**config.mk**
```make
export PLATFORM = sky130hd
export DESIGN_NAME = mmio_uart_tx
export DESIGN_NICKNAME = d
export VERILOG_FILES = /design/src/rtl/mmio_uart_tx.sv
export SDC_FILE = /design/constraint.sdc
export NUM_CORES = 1
export LEC_CHECK = 0
export ABC_CLOCK_PERIOD_IN_PS = 3100
export CAP_MARGIN = 10
export CORE_ASPECT_RATIO = 1.5
export CORE_UTILIZATION = 25
export CTS_CLUSTER_DIAMETER = 100
export DETAILED_ROUTE_END_ITERATION = 8
export PLACE_DENSITY = 0.57
export SLEW_MARGIN = 5
export SYNTH_ARGS = -nofsm -noshare
export SYNTH_HDL_FRONTEND = slang
export SYNTH_SLANG_ARGS = --single-unit
```
**constraint.sdc**
```tcl
create_clock -name clk -period 3.1 [get_ports clk]
set_input_delay 0.62 -clock clk [delete_from_list [all_inputs] [get_ports clk]]
set_output_delay 0.62 -clock clk [all_outputs]
set_load 0.02 [all_outputs]
```
**src/rtl/mmio_uart_tx.sv**
```systemverilog
// Memory-mapped 8N1 UART transmitter: TXDATA stores feed a small byte FIFO that a
// serializer drains LSB first; STATUS reads back FIFO and serializer state combinationally.
module mmio_uart_tx #(
    parameter logic [31:0] BASE_ADDR    = 32'h8000_0000,
    parameter int          CLKS_PER_BIT = 16,
    parameter int          FIFO_DEPTH   = 4
) (
    input  logic        clk,
    input  logic        reset,
    input  logic [31:0] address,
    input  logic [31:0] wdata,
    input  logic        we,
    output logic [31:0] rdata,
    output logic        sel,
    output logic        tx,
    output logic        tx_busy
);

    localparam int              PTR_W       = $clog2(FIFO_DEPTH);
    localparam int              CNT_W       = PTR_W + 1;
    localparam logic [31:0]     STATUS_ADDR = BASE_ADDR + 32'd4;
    localparam logic [15:0]     BAUD_LAST   = 16'(CLKS_PER_BIT - 1);
    localparam logic [CNT_W-1:0] DEPTH_CNT  = CNT_W'(FIFO_DEPTH);

    typedef enum logic [1:0] {
        IDLE,
        START,
        DATA,
        STOP
    } state_t;

    // ------------------------------------------------------------------
    // Bus decode
    // ------------------------------------------------------------------
    logic hit_data;
    logic hit_status;
    logic push_req;
    logic clear_req;

    assign hit_data   = (address == BASE_ADDR);
    assign hit_status = (address == STATUS_ADDR);
    assign sel        = hit_data | hit_status;
    assign push_req   = we & hit_data;
    assign clear_req  = we & hit_status & wdata[3];

    logic unused_wdata_bits;
    assign unused_wdata_bits = &{1'b0, wdata[31:8]};

    // ------------------------------------------------------------------
    // TX FIFO
    // ------------------------------------------------------------------
    logic [7:0]       mem [FIFO_DEPTH];
    logic [PTR_W-1:0] wr_ptr_reg;
    logic [PTR_W-1:0] rd_ptr_reg;
    logic [CNT_W-1:0] count_reg;
    logic             overflow_reg;

    logic fifo_full;
    logic fifo_empty;
    logic pop;
    logic push;

    state_t state_reg;
    state_t state_next;

    assign fifo_full  = (count_reg == DEPTH_CNT);
    assign fifo_empty = (count_reg == '0);
    // The serializer only pops from IDLE, so a byte pushed into an empty FIFO waits one edge.
    assign pop        = (state_reg == IDLE) & ~fifo_empty;
    // A full FIFO still accepts a push on the same edge the serializer frees a slot.
    assign push       = push_req & (~fifo_full | pop);

    always_ff @(posedge clk) begin
        if (push) begin
            mem[wr_ptr_reg] <= wdata[7:0];
        end
    end

    always_ff @(posedge clk) begin
        if (reset) begin
            wr_ptr_reg   <= '0;
            rd_ptr_reg   <= '0;
            count_reg    <= '0;
            overflow_reg <= 1'b0;
        end else begin
            if (push) begin
                wr_ptr_reg <= wr_ptr_reg + 1'b1;
            end
            if (pop) begin
                rd_ptr_reg <= rd_ptr_reg + 1'b1;
            end
            case ({push, pop})
                2'b10:   count_reg <= count_reg + 1'b1;
                2'b01:   count_reg <= count_reg - 1'b1;
                default: count_reg <= count_reg;
            endcase
            if (push_req && !push) begin
                overflow_reg <= 1'b1;
            end else if (clear_req) begin
                overflow_reg <= 1'b0;
            end
        end
    end

    // ------------------------------------------------------------------
    // Serializer
    // ------------------------------------------------------------------
    logic        tx_reg;
    logic        tx_next;
    logic [15:0] baud_reg;
    logic [15:0] baud_next;
    logic [2:0]  bit_reg;
    logic [2:0]  bit_next;
    logic [7:0]  shift_reg;
    logic [7:0]  shift_next;
    logic        baud_wrap;

    assign baud_wrap = (baud_reg == BAUD_LAST);

    always_ff @(posedge clk) begin
        if (reset) begin
            state_reg <= IDLE;
            tx_reg    <= 1'b1;
            baud_reg  <= '0;
            bit_reg   <= '0;
            shift_reg <= '0;
        end else begin
            state_reg <= state_next;
            tx_reg    <= tx_next;
            baud_reg  <= baud_next;
            bit_reg   <= bit_next;
            shift_reg <= shift_next;
        end
    end

    always_comb begin
        state_next = state_reg;
        tx_next    = tx_reg;
        baud_next  = baud_reg;
        bit_next   = bit_reg;
        shift_next = shift_reg;
        case (state_reg)
            IDLE: begin
                tx_next = 1'b1;
                if (pop) begin
                    shift_next = mem[rd_ptr_reg];
                    tx_next    = 1'b0;
                    baud_next  = '0;
                    state_next = START;
                end
            end
            START: begin
                if (baud_wrap) begin
                    tx_next    = shift_reg[0];
                    bit_next   = '0;
                    baud_next  = '0;
                    state_next = DATA;
                end else begin
                    baud_next = baud_reg + 16'd1;
                end
            end
            DATA: begin
                if (baud_wrap) begin
                    baud_next = '0;
                    if (bit_reg == 3'd7) begin
                        tx_next    = 1'b1;
                        state_next = STOP;
                    end else begin
                        shift_next = {1'b0, shift_reg[7:1]};
                        tx_next    = shift_reg[1];
                        bit_next   = bit_reg + 3'd1;
                    end
                end else begin
                    baud_next = baud_reg + 16'd1;
                end
            end
            STOP: begin
                if (baud_wrap) begin
                    baud_next  = '0;
                    state_next = IDLE;
                end else begin
                    baud_next = baud_reg + 16'd1;
                end
            end
            default: begin
                state_next = IDLE;
                tx_next    = 1'b1;
            end
        endcase
    end

    assign tx      = tx_reg;
    assign tx_busy = (state_reg != IDLE);

    // ------------------------------------------------------------------
    // Read data
    // ------------------------------------------------------------------
    logic [31:0] status_word;

    assign status_word = {24'd0, 4'(count_reg), overflow_reg, tx_busy, fifo_empty, fifo_full};
    assign rdata       = hit_status ? status_word : 32'd0;

endmodule

```
# ---- After elaboration in Yosys (flattened, before gate mapping)
# Memory sizes are Yosys's and may differ from the RTL's. A register that Yosys moved wholly into a read port is not among the register bits.
# Index checks and enable logic that the tools add are counted.
dict set report op_classes {
  n_reduce_logical 15
  magnitude_cmp 0
  bitwise 9
  add_sub_neg 6
  shift 0
  n_mul 0
  div_mod_pow 0
  mux 30
  n_eq_ne 16
}
# operator n
set op_table {}
lappend op_table {{$eq 32x32->1 const B} 2}
lappend op_table {{$mux 16} 2}
lappend op_table {{$pmux 16 s2} 1}
lappend op_table {{$mux 8} 3}
lappend op_table {{$add 16x1->16 const B} 1}
lappend op_table {{$eq 16x4->1 const B} 1}
lappend op_table {{$pmux 8 s2} 1}
lappend op_table {{$mux 2} 7}
lappend op_table {{$ne 2x2->1 const B} 6}
lappend op_table {{$pmux 3 s2} 2}
lappend op_table {{$reduce_bool 2->1} 5}
lappend op_table {{$mux 3} 3}
lappend op_table {{$mux 1} 8}
lappend op_table {{$pmux 2 s4} 1}
lappend op_table {{$reduce_and 4->1} 2}
lappend op_table {{$mux 7} 1}
lappend op_table {{$add 3x1->3 const B} 2}
lappend op_table {{$eq 2x2->1 const B} 3}
lappend op_table {{$eq 3x3->1 const B} 2}
lappend op_table {{$and 1x1->1} 5}
lappend op_table {{$reduce_and 5->1} 1}
lappend op_table {{$add 2x1->2 const B} 2}
lappend op_table {{$eq 2x1->1 const B} 2}
lappend op_table {{$logic_not 3->1} 1}
lappend op_table {{10 further kinds} 12}
dict set report totals {
  ramBits 32
  ff_bits 38
  input_bits 67
  mem_bits_ro 0
  n_memories 1
  out_inout_bits 35
  latch_bits 0
  wordCells 86
}
# memory words width read_ports rd_ports_with_merged_regs wr line_no
set memory_table {}
lappend memory_table {mem 4 8 1 1 1 52} ;# logic [7:0] mem [FIFO_DEPTH];

# ---- Depth between registers and ports, before layout
# Gate-level depths: netlist of run 1.
dict set report depth {
  depth_word 8
  depth_mapped 12
  mapped_depth_nobuf 12
}

# ---- Worst setup path after synthesis of run 1
# OpenSTA, ideal clock, no wires.
dict set report synth_path {
  path_kind {input to output}
  start {input port address[29]}
  end {output port rdata[0]}
  stages 5
  t_arrival_ns 2.062
  setup_slack_ns 0.418
  n_path_buf 0
  cell_sequence {nor4b_1 -> nand4_1 -> nor2_1 -> nand2_1 -> nor2_1}
}
dict set report synth_via {
  elab_chain_len 2
}
# element line_no
set synth_lines {}
lappend synth_lines {{start, declared} 10} ;# input logic [31:0] address,
lappend synth_lines {{$eq 32x32->1} 41} ;# assign hit_status = (address == STATUS_ADDR);
lappend synth_lines {{$mux 7} 201} ;# assign rdata = hit_status ? status_word : 32'd0;
lappend synth_lines {{end, declared} 13} ;# output logic [31:0] rdata,
# No other way between the ends.

# ---- Final worst setup path of run 1
dict set report layout_path {
  start {input port address[16]}
  end {output port rdata[5]}
}
# Same word-level chain as after synthesis.

==> results of run 1 <==
## metal layers
layer / up-vias / share of wire, %
li1: 1319 / -
met1: 1270 / 39
met2: 56 / 57
met3: 10 / 2.9
met4: 0 / 1.6
met5: - / 0
## kinds of logic (layout without fill, tap and decap cells)
kind of cell	Yosys count	after routing	share of synthesized area, %
mux	25	25	9.96
flops	72	72	48.8
buf+inv	54	98	8.84
other cells	1	25	0.104
compound gates	49	49	8.19
xor+xnor	5	5	1.21
fa+ha+maj	14	14	5.06
simple gates	123	123	17.8
## critical path: cells and delay by family
kind                   cells  cell delay [ps]
buffers and inverters      3              890
AND/OR/NAND/NOR            5              820
## Yosys cell counts, drive strengths merged, types with 2 or more instances
cell	count	area (sq um)
a211oi	2	15.0
a21oi	14	70.1
a31o	2	17.5
a31oi	3	18.8
and2	4	25.0
and3	5	31.3
buf	32	236
clkbuf	5	18.8
dfxtp	40	801
edfxtp	32	961
ha	13	163
inv	17	63.8
mux2	7	78.8
mux2i	10	100
mux4	8	180
nand2	18	67.6
nand2b	2	12.5
nand3	10	50.1
nand4	8	50.1
nor2	38	145
nor2b	2	12.5
nor3	12	60.1
nor4	11	68.8
nor4b	3	47.5
o21ai	19	103
o311ai	2	17.5
o31ai	4	30.0
or2	2	15.0
or3	5	31.3
xor2	4	35.0
## layout make-up
class / count / share of cell area (%)
Clock buffer: 9 / 4.88
Clock inverter: 7 / 2.06
Inverter: 17 / 1.38
Multi-Input combinational cell: 241 / 35.1
Sequential cell: 72 / 38.2
Tap cell: 192 / 5.21
Timing Repair Buffer: 65 / 13.2
## power groups by stage
stage / combinational (W) / sequential [W] / clock [W]
after floorplan: 0.000144 / 0.00103 / 0
after global placement: 0.000210 / 0.00103 / 0
after global routing: 0.000238 / 0.00101 / 0.00117
after detailed placement: 0.000215 / 0.00103 / 0
after CTS: 0.000216 / 0.00101 / 0.00112
final: 0.000216 / 0.00101 / 0.00110
## worst paths after layout
path / from / to / slack (ps) / cells after the start
min reg2reg: bit_reg[2]$_SDFFE_PP0P_ / bit_reg[2]$_SDFFE_PP0P_ / 460 / 2
min: bit_reg[2]$_SDFFE_PP0P_ / bit_reg[2]$_SDFFE_PP0P_ / 460 / 2
max: address[16] / rdata[5] / 160 / 8
max reg2reg: state_reg[0]$_SDFFE_PP0P_ / count_reg[2]$_SDFFE_PP0P_ / 580 / 10
## timing repair
item,in CTS,in global routing
endpoints found under the setup margin,8,1
endpoints found under the hold margin,0,0
pin swaps,0,0
setup buffers,0,0
gates resized for setup,8,1
## through the flow
| stage | cells | setup TNS (ps) | hold slack (ps) |
|---|---|---|---|
| final | 603 | 0 | 464 |
| after global routing | 603 | 0 | 493 |
| after CTS | 603 | 0 | 465 |
| after detailed placement | 587 | -822 | 457 |
| after global placement | 587 | -852 | 444 |
| after floorplan | 367 | 0 | 436 |
==> results_dict.tcl, run 1 <==
set metrics [dict create \
    cp_common_cell "nor2_1" \
    largest_reg_flops 32 \
    clockBufferDepth 2 \
    num_vias 2655 \
    fin_area_sq_um 4610 \
    status "finished clean" \
    drt-initial-drc-count 97 \
    cts_tree "done" \
    worst_ep_required_time_ps 2480 \
    grt_pass1_vias 2629 \
    fin_util_pct 32.8 \
    cpPeakStageDelay_ps 400 \
    areaGrowthSynthToFinish_pct 27.9 \
    peakVddDrop_uv 321 \
    fp.dieArea_sq_um 14900 \
    rsz0062_at_grt "no" \
    final_nets 487 \
    initial_utilization_pct 25.7 \
    max_slew_margin_pct 53.5 \
    fin_ws_ps 156 \
    tightestPinTransition_ps 698 \
    most-common-layout-cells "44 x clkdlybuf4s50_1, 40 x dfxtp_1, 37 x nor2_1, 32 x edfxtp_1, 25 x conb_1" \
    die_h_um 149 \
    gr-max-usage-layer "met2" \
    die_x_um 100 \
    switchingPower_w 0.000527 \
    critPathMaxFanout 6 \
    endpoint_kind "output port" \
    yosysWarnings 0 \
    grt.met2_usage_pct 21.9 \
    dp_slack_ps -153 \
    p_seq_share_pct 43.4 \
    seq_area_frac_synth_pct 48.8 \
    placement.cell_area_sq_um 4300 \
    use_met1_pct 11.2 \
    grt_max_degree 29 \
    detail_route.wl_per_cell_um 12.8 \
    p_int_w 0.00180 \
    io_pins 102 \
    antenna_left 0 \
    htreeDepth 3 \
    setup_viol 0 \
    port-buffer-count 52 \
    worstSetupPathType "in -> out" \
    final_common_cell "clkdlybuf4s50_1" \
    drv_cap 0 \
    drt_wl_total_um 7740 \
    fin_skew_ps 7.88 \
    synthFlopType "dfxtp_1" \
    cp_slowest_cell "clkdlybuf4s50_1" \
    hold_buffers 0 \
    place_congestion 0.810 \
    first_pass_iters 4 \
    power.leakage_nw 1.64 \
    min_path_type "reg -> reg" \
    drive_gt1_share_pct 12.7 \
    track_usage_pct 11.1 \
    finalHoldViolCount 0 \
    synth_edf_count 32 \
    antenna_found_initial 0 \
    synth_cell_types 47 \
    p_total_w 0.00233 \
    multi_input_area_sq_um 1620 \
    p_sw_share_pct 22.7 \
    clock.fmax_mhz 340 \
    pwr-share-clk_pct 47.3 \
    vias_per_cell 4.40 \
    overflow 0 \
    area.sequential_sq_um 1760 \
    cts.sinks 72 \
    fin_crit_ps 2940 \
    core.rowCount 53 \
    cp_data_arrival_time_ps 2320 \
    synthArstFlopShare_pct 0 \
    nFillCells 1439 \
    cts-root-buf "clkbuf_16" \
    insertedDiodeCount 0 \
    clock_latency_ps 330 \
    path_cells "clkdlybuf4s50_1, nor4_1, nand4_1, nor2_1, buf_4, nand2_1, nor2_1, dlygate4sd2_1" \
    drc 0 \
    grt_pass1_wl_um 12800 \
    synth_seq_cells 72 \
    grt_use_met3_pct 2.20 \
    p_per_area_nw_per_um2 504 \
    syn-mean-instance-area_sq_um 10.5 \
    p_comb_share_pct 9.3 \
    startpoint_type "input pin" \
    coreArea_sq_um 14100 \
    syn_inst 343 \
    min_period_over_period_pct 95.0 \
    cts_buffers 9 \
    path_clk_slew_ps 50 \
    synth_area_sq_um 3610 \
    dpl.hpwl_um 5660 \
    slew_violations 0 \
]
No activity file was read; power rests on OpenSTA's default activity.
==> run 2, diff against run 1 <==
--- a/config.mk
+++ b/config.mk
@@ -8,8 +8,10 @@
 export ABC_CLOCK_PERIOD_IN_PS = 3100
 export CAP_MARGIN = 10
 export CORE_ASPECT_RATIO = 1.5
+export CORE_MARGIN = 3
 export CORE_UTILIZATION = 25
 export CTS_CLUSTER_DIAMETER = 100
+export CTS_CLUSTER_SIZE = 24
 export DETAILED_ROUTE_END_ITERATION = 8
 export PLACE_DENSITY = 0.57
 export SLEW_MARGIN = 5
==> results_dict.tcl, run 2 (synthesized netlist as in run 1, its figures left out) <==
set metrics [dict create \
    status "finished clean" \
    cts.sinks 72 \
    cts-root-buf "clkbuf_16" \
    antenna_found_initial 0 \
    rsz0062_at_grt "no" \
    dpl.hpwl_um 5830 \
    fin_ws_ps 162 \
    final_nets 486 \
    cp_slowest_cell "clkdlybuf4s50_1" \
    clockBufferDepth 2 \
    coreArea_sq_um 14100 \
    cp_data_arrival_time_ps 2320 \
    grt_use_met3_pct 2.45 \
    overflow 0 \
    p_sw_share_pct 20.6 \
    io_pins 102 \
    grt.met2_usage_pct 19.5 \
    nFillCells 1451 \
    htreeDepth 3 \
    startpoint_type "input pin" \
    antenna_left 0 \
    vias_per_cell 4.36 \
    most-common-layout-cells "44 x clkdlybuf4s50_1, 40 x dfxtp_1, 37 x nor2_1, 32 x edfxtp_1, 25 x conb_1" \
    clock_latency_ps 330 \
    placement.cell_area_sq_um 4290 \
    die_h_um 153 \
    largest_reg_flops 32 \
    endpoint_kind "output port" \
    track_usage_pct 10.0 \
    gr-max-usage-layer "met2" \
    drc 0 \
    clock.fmax_mhz 340 \
    min_path_type "reg -> reg" \
    area.sequential_sq_um 1760 \
    switchingPower_w 0.000510 \
    dp_slack_ps -185 \
    tightestPinTransition_ps 695 \
    multi_input_area_sq_um 1630 \
    p_comb_share_pct 8.8 \
    insertedDiodeCount 0 \
    setup_viol 0 \
    path_clk_slew_ps 50 \
    drv_cap 0 \
    place_congestion 0.803 \
    holdWs_ps 459 \
    p_total_w 0.00247 \
    p_per_area_nw_per_um2 531 \
    core.rowCount 53 \
    cp_common_cell "nor2_1" \
    cts_buffers 9 \
    peakVddDrop_uv 468 \
    power.leakage_nw 1.66 \
    use_met1_pct 9.98 \
    p_int_w 0.00196 \
    p_seq_share_pct 40.9 \
    initial_utilization_pct 25.7 \
    slew_violations 0 \
    drive_gt1_share_pct 13.4 \
    path_cells "clkdlybuf4s50_1, nor4_2, nand4_1, nor2_1, buf_4, nand2_1, nor2_1, clkdlybuf4s15_1" \
    cpPeakStageDelay_ps 440 \
    fin_crit_ps 2940 \
    drt_wl_total_um 7730 \
    pwr-share-clk_pct 50.3 \
    cts_setup_buffers 0 \
    worstSetupPathType "in -> out" \
    cts_tree "done" \
    grt_max_degree 29 \
    areaGrowthSynthToFinish_pct 28.9 \
    path_buf_inv 3 \
    first_pass_iters 4 \
    worst_ep_required_time_ps 2480 \
    port-buffer-count 52 \
    finalHoldViolCount 0 \
    critical-path-top-delay-family "buffers and inverters" \
    fin_skew_ps 6.01 \
    min_period_over_period_pct 94.8 \
    fin_area_sq_um 4650 \
    drt-initial-drc-count 98 \
    grt_pass1_vias 2620 \
    detail_route.wl_per_cell_um 12.8 \
    max_slew_margin_pct 53.5 \
    critPathMaxFanout 6 \
    die_x_um 104 \
    num_vias 2622 \
    fin_util_pct 33.1 \
    final_common_cell "clkdlybuf4s50_1" \
    fp.dieArea_sq_um 15900 \
    grt_pass1_wl_um 12800 \
]
[run 2: area by class of cell]
class | instances | share of cell area (%)
sequential | 72 | 37.9
multi-input combinational | 241 | 35.0
timing repair buffer | 64 | 12.8
tap | 192 | 5.17
clock buffer | 10 | 4.92
clock inverter | 6 | 2.85
inverter | 17 | 1.37
[run 2: power by group through the flow]
stage | Sequential (W) | Clock [W] | Combinational, W
4_1_cts | 0.00101 | 0.00127 | 0.000216
3_5_place_dp | 0.00103 | 0 | 0.000216
2_1_floorplan | 0.00103 | 0 | 0.000144
6_report | 0.00101 | 0.00124 | 0.000217
5_1_grt | 0.00101 | 0.00132 | 0.000240
3_3_place_gp | 0.00103 | 0 | 0.000210
[run 2: tightest hold or removal path, cell delays in order (launching register included)]
cell and delay (ps):
dfxtp_1 310, nand2_1 50, a21oi_1 50
[run 2: routing by layer]
layer	part of all wire, %	up-vias
met4	2.0	0
met5	0	-
met1	38	1237
met3	3.2	12
met2	56	53
li1	-	1320
[run 2: worst paths after layout]
path | startpoint | end | slack (ps) | depth (start not counted)
min | bit_reg[2]$_SDFFE_PP0P_ | bit_reg[2]$_SDFFE_PP0P_ | 460 | 2
min reg2reg | bit_reg[2]$_SDFFE_PP0P_ | bit_reg[2]$_SDFFE_PP0P_ | 460 | 2
max | address[15] | rdata[0] | 160 | 8
max reg2reg | state_reg[0]$_SDFFE_PP0P_ | count_reg[2]$_SDFFE_PP0P_ | 580 | 12
[run 2: repair_timing]
action	CTS	global route
pin swaps	0	0
hold buffers	0	0
endpoints found under the hold margin	0	0
setup endpoints to repair	7	7
resized for setup	7	10
[run 2: through the flow]
| step | instances | setup TNS [ps] |
|---|---|---|
| 6_report | 602 | 0 |
| 5_1_grt | 602 | 0 |
| 2_1_floorplan | 367 | 0 |
| 4_1_cts | 602 | 0 |
| 3_5_place_dp | 586 | -1060 |
| 3_3_place_gp | 586 | -991 |
==> run 3, diff against run 2 <==
--- a/config.mk
+++ b/config.mk
@@ -18,3 +18,4 @@
 export SYNTH_ARGS = -nofsm -noshare
 export SYNTH_HDL_FRONTEND = slang
 export SYNTH_SLANG_ARGS = --single-unit
+export TNS_END_PERCENT = 50
==> results_dict.tcl, run 3 (synthesized netlist as in run 1, its figures left out) <==
set metrics [dict create \
    status "finished clean" \
    insertedDiodeCount 0 \
    min_from "bit_reg[2]$_SDFFE_PP0P_" \
    largest_reg_flops 32 \
    detail_route.wl_per_cell_um 12.8 \
    drive_gt1_share_pct 13.2 \
    vias_per_cell 4.36 \
    fin_util_pct 33.1 \
    ff2ff_path_depth 12 \
    grt_pass1_vias 2620 \
    final_common_cell "clkdlybuf4s50_1" \
    port-buffer-count 52 \
    worst_ep_required_time_ps 2480 \
    fin_area_sq_um 4660 \
    drv_cap 0 \
    rsz0062_at_grt "yes" \
    power.leakage_nw 1.66 \
    tightestPinTransition_ps 695 \
    p_total_w 0.00247 \
    p_per_area_nw_per_um2 530 \
    most-common-layout-cells "44 x clkdlybuf4s50_1, 40 x dfxtp_1, 37 x nor2_1, 32 x edfxtp_1, 25 x conb_1" \
    drc 0 \
    critPathMaxFanout 6 \
    peakVddDrop_uv 468 \
    ff2ff_setup_slack_ps 580 \
    areaGrowthSynthToFinish_pct 29.1 \
    clock_latency_ps 330 \
    initial_utilization_pct 25.7 \
    place_congestion 0.803 \
    cts_buffers 9 \
    worstSetupPathType "in -> out" \
    whs_path_depth 2 \
    crit-reg2reg-launch "state_reg[0]$_SDFFE_PP0P_" \
    min_path_type "reg -> reg" \
    slew_violations 0 \
    min_period_over_period_pct 94.8 \
    fin_skew_ps 6.01 \
    clock.fmax_mhz 340 \
    fp.dieArea_sq_um 15900 \
    grt_max_degree 29 \
    antenna_found_initial 0 \
    antenna_left 0 \
    nFillCells 1450 \
    placement.cell_area_sq_um 4290 \
    cp_data_arrival_time_ps 2320 \
    core.rowCount 53 \
    drt_wl_total_um 7730 \
    final_nets 486 \
    path_clk_slew_ps 50 \
    die_x_um 104 \
    clockBufferDepth 2 \
    overflow 0 \
    die_h_um 153 \
    first_pass_iters 4 \
    max_slew_margin_pct 53.5 \
    r2r-end "count_reg[2]$_SDFFE_PP0P_" \
    endpoint_kind "output port" \
    setup_viol 0 \
    finalHoldViolCount 0 \
    hold_end "bit_reg[2]$_SDFFE_PP0P_" \
    grt_pass1_wl_um 12800 \
    hold_buffers 0 \
    drt-initial-drc-count 91 \
    startpoint_type "input pin" \
    htreeDepth 3 \
    io_pins 102 \
    coreArea_sq_um 14100 \
    cts.sinks 72 \
    cts_tree "done" \
    cts-root-buf "clkbuf_16" \
    fin_crit_ps 2940 \
    num_vias 2627 \
    track_usage_pct 10.0 \
    dpl.hpwl_um 5830 \
]
==> run 3: changes by cell type in the layout (fill, tap and decap cells not counted), sizes merged <==
cell	delta
clkdlybuf4s15	+1
clkbuf	-1
==> run 3: worst max path at each step <==
| stage | from | to | slack, ps | cells after the start |
|---|---|---|---|---|
| after floorplan | address[29] | rdata[0] | 420 | 5 |
| after global placement | address[15] | rdata[2] | -170 | 8 |
| after detailed placement | address[15] | rdata[0] | -180 | 8 |
| after CTS | address[15] | sel | 50 | 6 |
| after global routing | address[8] | rdata[4] | -2 | 8 |
| final | address[15] | rdata[0] | 160 | 8 |
==> run 3: repair_timing <==
| action | 4_1_cts | 5_1_grt |
|---|---|---|
| resized for setup | 7 | 9 |
| setup buffers | 0 | 0 |
| endpoints found under the hold margin | 0 | 0 |
| endpoints found under the setup margin | 7 | 7 |
==> run 3: power breakdown <==
part	switching, W	internal (W)	total [W]
Sequential	0.0000103	0.00100	0.00101
Clock	0.000377	0.000865	0.00124
Combinational	0.000122	0.0000946	0.000217
==> run 3: area by class of cell <==
cell class	instances	area [sq um]	share of cell area (%)
Multi-Input combinational cell	241	1630	35.0
Clock buffer	10	229	4.92
Inverter	17	63.8	1.37
Sequential cell	72	1760	37.8
Clock inverter	6	133	2.85
Timing Repair Buffer	64	599	12.9
Tap cell	192	240	5.16
==> run 3: worst max-delay path, cell delays in order <==
cell and delay, ps:
clkdlybuf4s50_1 440, nor4_2 290, nand4_1 160, nor2_1 130, buf_4 140, nand2_1 90
nor2_1 130, clkdlybuf4s15_1 320
==> run 3: metal layers <==
metal / vias up / wire, um / GRT usage [%]
met5: - / 0 / 0
met4: 0 / 153 / 3.93
met3: 12 / 247 / 2.45
met2: 55 / 4380 / 19.5
met1: 1240 / 2960 / 9.98
li1: 1320 / - / -
==> run 3: per-stage QoR <==
step / setup TNS (ps) / cells / setup slack [ps] / hold slack [ps]
after global placement: -991 / 586 / -169 / 444
after floorplan: 0 / 367 / 418 / 436
after detailed placement: -1060 / 586 / -185 / 454
final: 0 / 602 / 162 / 459
after global routing: -1.92 / 602 / -1.92 / 485
after CTS: 0 / 602 / 48.1 / 461
